File: src/rtl/cpu_dcache_write_buffer.sv
`default_nettype none
// =============================================================================
// Module      : cpu_dcache_write_buffer
// Description : Posted-write FIFO between the D-cache bus port and the system
//               bus. Reads stay ordered behind queued writes. Read forwarding
//               from queued writes is enabled by CPU_WRITE_BUFFER_FORWARD_EN.
// Revision    : 1.0 - initial release
// =============================================================================
module cpu_dcache_write_buffer #(
    parameter int DEPTH_LOG2 = 2
) (
    input  logic        i_clock,
    input  logic        i_reset,
    input  logic        i_rw,
    input  logic        i_request,
    output logic        o_ready,
    input  logic [31:0] i_address,
    input  logic [31:0] i_wdata,
    output logic [31:0] o_rdata,
    input  logic        i_cacheable,
    output logic        o_empty,
    output logic        o_bus_rw,
    output logic        o_bus_request,
    input  logic        i_bus_ready,
    output logic [31:0] o_bus_address,
    input  logic [31:0] i_bus_rdata,
    output logic [31:0] o_bus_wdata
);

    localparam int c_depth = 1 << DEPTH_LOG2;
    localparam int c_cnt_w = DEPTH_LOG2 + 1;

    typedef enum logic [1:0] {
        S_IDLE  = 2'd0,
        S_WRITE = 2'd1,
        S_READ  = 2'd2
    } state_t;

    state_t                r_state;
    logic                  r_last_request;
    logic                  r_wr_pend;
    logic                  r_rd_pend;
    logic [DEPTH_LOG2-1:0] r_wr_ptr;
    logic [DEPTH_LOG2-1:0] r_rd_ptr;
    logic [c_cnt_w-1:0]    r_count;
    logic [29:0]           r_mem_addr [c_depth];
    logic [31:0]           r_mem_data [c_depth];
    logic                  r_ready;
    logic                  r_empty;
    logic                  r_bus_rw;
    logic                  r_bus_request;
    logic [31:0]           r_rdata;
    logic [31:0]           r_bus_address;
    logic [31:0]           r_bus_wdata;

    logic                  w_edge;
    logic                  w_want_write;
    logic                  w_push;
    logic                  w_pop;
    logic                  w_want_read;
    logic                  w_fwd_hit;
    logic [31:0]           w_fwd_data;

    // Only the rising edge of the level request starts a transaction; the tail is ignored.
    assign w_edge       = i_request & ~r_last_request;
    assign w_want_write = (w_edge & i_rw) | r_wr_pend;
    assign w_push       = w_want_write & (int'(r_count) < c_depth);
    assign w_pop        = (r_state == S_WRITE) & i_bus_ready;
    assign w_want_read  = ((w_edge & ~i_rw) | r_rd_pend) & ~w_fwd_hit;

`ifdef CPU_WRITE_BUFFER_FORWARD_EN
    logic [DEPTH_LOG2-1:0] w_slot;
    logic                  w_fwd_match;

    // Scan oldest to youngest so the youngest matching entry wins.
    always_comb begin
        w_slot      = r_rd_ptr;
        w_fwd_match = 1'b0;
        w_fwd_data  = '0;
        for (int i = 0; i < c_depth; i++) begin
            w_slot = r_rd_ptr + i[DEPTH_LOG2-1:0];
            if ((i < int'(r_count)) && (r_mem_addr[w_slot] == i_address[31:2])) begin
                w_fwd_match = 1'b1;
                w_fwd_data  = r_mem_data[w_slot];
            end
        end
    end

    assign w_fwd_hit = w_edge & ~i_rw & i_cacheable & w_fwd_match;
`else
    logic w_unused_cacheable;
    assign w_unused_cacheable = i_cacheable;
    assign w_fwd_hit          = 1'b0;
    assign w_fwd_data         = '0;
`endif

    always_ff @(posedge i_clock) begin
        if (w_push) begin
            r_mem_addr[r_wr_ptr] <= i_address[31:2];
            r_mem_data[r_wr_ptr] <= i_wdata;
        end
    end

    always_ff @(posedge i_clock or negedge i_reset) begin
        if (!i_reset) begin
            r_state        <= S_IDLE;
            r_last_request <= 1'b0;
            r_wr_pend      <= 1'b0;
            r_rd_pend      <= 1'b0;
            r_wr_ptr       <= '0;
            r_rd_ptr       <= '0;
            r_count        <= '0;
            r_ready        <= 1'b0;
            r_empty        <= 1'b1;
            r_rdata        <= '0;
            r_bus_rw       <= 1'b0;
            r_bus_request  <= 1'b0;
            r_bus_address  <= '0;
            r_bus_wdata    <= '0;
        end else begin
            r_last_request <= i_request;
            r_wr_pend      <= w_want_write & ~w_push;
            r_rd_pend      <= w_want_read;
            r_ready        <= w_push | w_fwd_hit | ((r_state == S_READ) & i_bus_ready);
            r_empty        <= (r_count == '0) && (r_state == S_IDLE) && !w_push;

            if (w_push) r_wr_ptr <= r_wr_ptr + 1'b1;
            if (w_pop)  r_rd_ptr <= r_rd_ptr + 1'b1;

            case ({w_push, w_pop})
                2'b10:   r_count <= r_count + 1'b1;
                2'b01:   r_count <= r_count - 1'b1;
                default: ;
            endcase

            if (w_fwd_hit)
                r_rdata <= w_fwd_data;
            else if ((r_state == S_READ) && i_bus_ready)
                r_rdata <= i_bus_rdata;

            case (r_state)
                S_IDLE: begin
                    if (r_count != '0) begin
                        r_state       <= S_WRITE;
                        r_bus_rw      <= 1'b1;
                        r_bus_request <= 1'b1;
                        r_bus_address <= {r_mem_addr[r_rd_ptr], 2'b00};
                        r_bus_wdata   <= r_mem_data[r_rd_ptr];
                    end else if (w_want_read) begin
                        r_state       <= S_READ;
                        r_rd_pend     <= 1'b0;
                        r_bus_rw      <= 1'b0;
                        r_bus_request <= 1'b1;
                        r_bus_address <= i_address & 32'hFFFF_FFFC;
                    end
                end
                S_WRITE, S_READ: begin
                    if (i_bus_ready) begin
                        r_state       <= S_IDLE;
                        r_bus_request <= 1'b0;
                    end
                end
                default: begin
                    r_state       <= S_IDLE;
                    r_bus_request <= 1'b0;
                end
            endcase
        end
    end

    assign o_ready       = r_ready;
    assign o_rdata       = r_rdata;
    assign o_empty       = r_empty;
    assign o_bus_rw      = r_bus_rw;
    assign o_bus_request = r_bus_request;
    assign o_bus_address = r_bus_address;
    assign o_bus_wdata   = r_bus_wdata;

endmodule
`default_nettype wire
File: config.mk
export PLATFORM = sky130hd
export DESIGN_NAME = cpu_dcache_write_buffer
export DESIGN_NICKNAME = d
export VERILOG_FILES = /design/src/rtl/cpu_dcache_write_buffer.sv
export SDC_FILE = /design/constraint.sdc
export NUM_CORES = 1
export LEC_CHECK = 0
export ABC_AREA = 1
export CAP_MARGIN = 15
export CORE_MARGIN = 1
export CORE_UTILIZATION = 59
export CTS_BUF_LIST = sky130_fd_sc_hd__clkbuf_4 sky130_fd_sc_hd__clkbuf_8
export CTS_CLUSTER_SIZE = 16
export DETAILED_ROUTE_END_ITERATION = 6
export GPL_TIMING_DRIVEN = 0
export PLACE_DENSITY = 0.89
export SETUP_SLACK_MARGIN = 0.4
export SKIP_CTS_REPAIR_TIMING = 1
export SLEW_MARGIN = 25
export SYNTH_ARGS = -nofsm -noshare
export SYNTH_HDL_FRONTEND = slang
export SYNTH_SLANG_ARGS = --single-unit
File: constraint.sdc
create_clock -name i_clock -period 11.05 [get_ports i_clock]
set_input_delay 1.105 -clock i_clock [delete_from_list [all_inputs] [get_ports i_clock]]
set_output_delay 1.105 -clock i_clock [all_outputs]
set_load 0.05 [all_outputs]
==> impl_metrics.toml <==
[final_layout]
fin_util = 0.769
fin_nets = 1564
layout-drive-gt1-share = 0.133
design_area_um2 = 18000
syn_to_final_growth_pct = 28.0

[route]
routed_wl_um = 35700
wire_per_inst_um = 19.6
antenna_left = 0
num_vias = 10208
first_iter_violations = 1192
dr.pass1.iters = 6
drc = 0
via_per_inst = 5.61

[placed_design]
place_ws_ns = 7.47
hpwl_um = 23000
placed_cell_area_um2 = 16800
io_buffers = 196
globalplace.congestion = 0.764

[synthesis]
syn_area_per_cell_um2 = 11.9
synth_most_common_cell = "nand2_1"
yosys-top-cells-area = "edfxtp_1, dfrtp_1, nand2_1, nand3_1, o21ai_1"
synthTopCellsByCount = "nand2_1, edfxtp_1, nand3_1"
synth_top_area_share = 0.529
ys_async_sr_fraction = 0.307
syn_area_um2 = 14100
synth_seq_cells = 358
synth-edff-count = 248
synth_top_cell_by_area = "edfxtp_1"
synthCells = 1187
ys_types = 26
ys.warnings.count = 0
yosysSeqAreaShare = 0.725
ys.flop_type = "edfxtp_1"

[floorplanning]
rows = 56
dieArea_um2 = 24500
die_h_um = 156
core-area_um2 = 23400
die_x_um = 156
io_pins = 202
initial_core_util = 0.601

[run_status]
status = "finished, final reports clean"

[timing]
setup_viol = 0
tightest_slew_ns = 0.828
max_clock_freq_ghz = 0.334
finalHoldWorstSlack_ns = 0.437
min_period_over_period = 0.271
period_needed_ns = 3.00
grt_setup_unrepaired = "no"
max_slew_margin = 0.448
fin_skew_ns = 0.0236
hold_viol_final = 0
setup_ws_ns = 8.05
slew_violations = 0
final.setup.tns_ns = 0

[cts]
cts-root-buf = "clkbuf_8"
clk_path_buf_depth = 3
numCtsBuffers = 54
numClockSinks = 358
cts_tree = "built"
clkTransAtPathRegs_ns = 0.06
clk_latency_ns = 0.58
htree_levels = 2

[global_routing]
grt_pass1_vias = 10466
grt-ovfl-total = 0
grt_pass1_wl_um = 55100
grt_antenna_before_repair = 2
grt_util_all_layers = 0.300
grt_max_degree = 73

[power]
seq_power_share = 0.333
p_comb_frac = 0.452
switching_share = 0.423
internal-power_w = 0.00319
p_switching_w = 0.00234
power_leakage_nw = 7.27
power.density_nw_per_um2 = 307
peakVddDrop_v = 0.000175
clockPowerShare = 0.214

[critical_path]
end_kind = "flop"
arrival_ns = 3.28
path_class = "input pin to flop"
cp_num_buf_inv = 3
slowest_stage = "nor2_4"
critPathLaunchType = "input pin"
path_delay_family = "simple AND/OR/NAND/NOR gates"
max_stage_delay_ns = 0.53
cp_max_fo = 20
cp_cell_sequence = "clkdlybuf4s50_1, nand2_1, o21ai_1, nand2_1, nor2_4, buf_16, buf_16"
worstPathRequired_ns = 11.34

[worst_hold_path]
min_path_type = "input pin to asynchronous set/reset pin"

[run]
drv_cap = 0
==> placed cells by master (no fill, tap or decap), types with 2 or more instances in the layout <==
cell type,instances
nand2_1,359
edfxtp_1,248
clkdlybuf4s50_1,195
nand3_1,123
dfrtp_1,109
nor2_1,101
o21ai_1,87
clkbuf_8,65
buf_2,37
mux2_2,32
inv_1,17
clkinv_1,14
o21ai_0,13
clkbuf_1,12
clkbuf_4,11
buf_4,8
ha_1,8
buf_16,8
buf_6,7
clkinv_2,7
inv_2,6
bufinv_16,5
buf_12,5
nor2_4,4
buf_1,4
xor2_1,3
nand2_2,2
conb_1,2
==> power by group through the flow <==
stage	Combinational [W]	Clock, W	Sequential [W]
floorplan	0.00104	0	0.00242
global placement	0.00233	0	0.00187
detailed placement	0.00245	0	0.00186
CTS	0.00248	0.00119	0.00184
global route	0.00268	0.00125	0.00187
finish	0.00250	0.00119	0.00184
==> routing by layer <==
layer,vias up,global-route usage,wire length [µm]
met5,-,0,0
met2,614,0.512,18100
met1,4884,0.361,12800
met4,0,0.157,1460
li1,4583,-,-
met3,127,0.0642,3340
==> cell families (layout without fill, tap and decap cells) <==
kind of cell | count (synthesis) | after routing | share of synthesized area
other | 1 | 3 | 0.000266
DFF | 358 | 358 | 0.725
and+or+nand+nor | 591 | 591 | 0.169
muxes | 32 | 32 | 0.0256
xor gates and xnor gates | 4 | 4 | 0.00249
adders and majority gates | 9 | 9 | 0.00854
buffers and inverters | 91 | 402 | 0.0331
AOI/OAI and AO/OA | 101 | 101 | 0.0359
==> worst paths after layout <==
check | start | to | slack [ns] | depth (start not counted)
worst min-delay path | i_reset | o_ready | 0.44 | 1
min in group i_clock | o_bus_wdata[19] | o_bus_wdata[19] | 0.48 | 2
worst max register to register | r_last_request | r_mem_data[0][4] | 8.69 | 7
max in group asynchronous | i_reset | o_bus_wdata[11] | 9.88 | 2
worst min register to register | o_bus_wdata[19] | o_bus_wdata[19] | 0.48 | 2
worst max-delay path | i_request | r_mem_data[0][4] | 8.05 | 7
==> cell type report <==
cell class / count / area (µm²)
fill: 1355 / 5400
timing repair buffer: 209 / 2280
clock inverter: 26 / 238
sequential: 358 / 10200
antenna: 1 / 2.50
buffer: 67 / 373
multi-input combinational: 739 / 3440
inverter: 24 / 92.6
clock buffer: 76 / 977
tap: 319 / 399
==> worst register-to-register path, cell delays in order, from the launching register on <==
cell     delay (ns)
dfrtp_1        0.36
inv_1          0.06
nand2_1        0.05
o21ai_1        0.25
nand2_1        0.39
nor2_4         0.53
buf_16         0.24
buf_16         0.18
==> sequential cells by signal, summed over array words and instances (netlist names), 2 cells and up <==
name / count
r_wr_ptr: 2
r_rd_ptr: 2
o_bus_address: 30
r_state: 2
o_rdata: 32
r_mem_addr: 120
r_mem_data: 128
o_bus_wdata: 32
r_count: 3
==> per-stage QoR <==
step | power (W) | instances
5_1_grt | 0.00580 | 1819
6_report | 0.00553 | 1819
3_5_place_dp | 0.00432 | 1716
4_1_cts | 0.00552 | 1818
2_1_floorplan | 0.00346 | 1188
3_3_place_gp | 0.00419 | 1703
(Power assumes the default switching activity.)
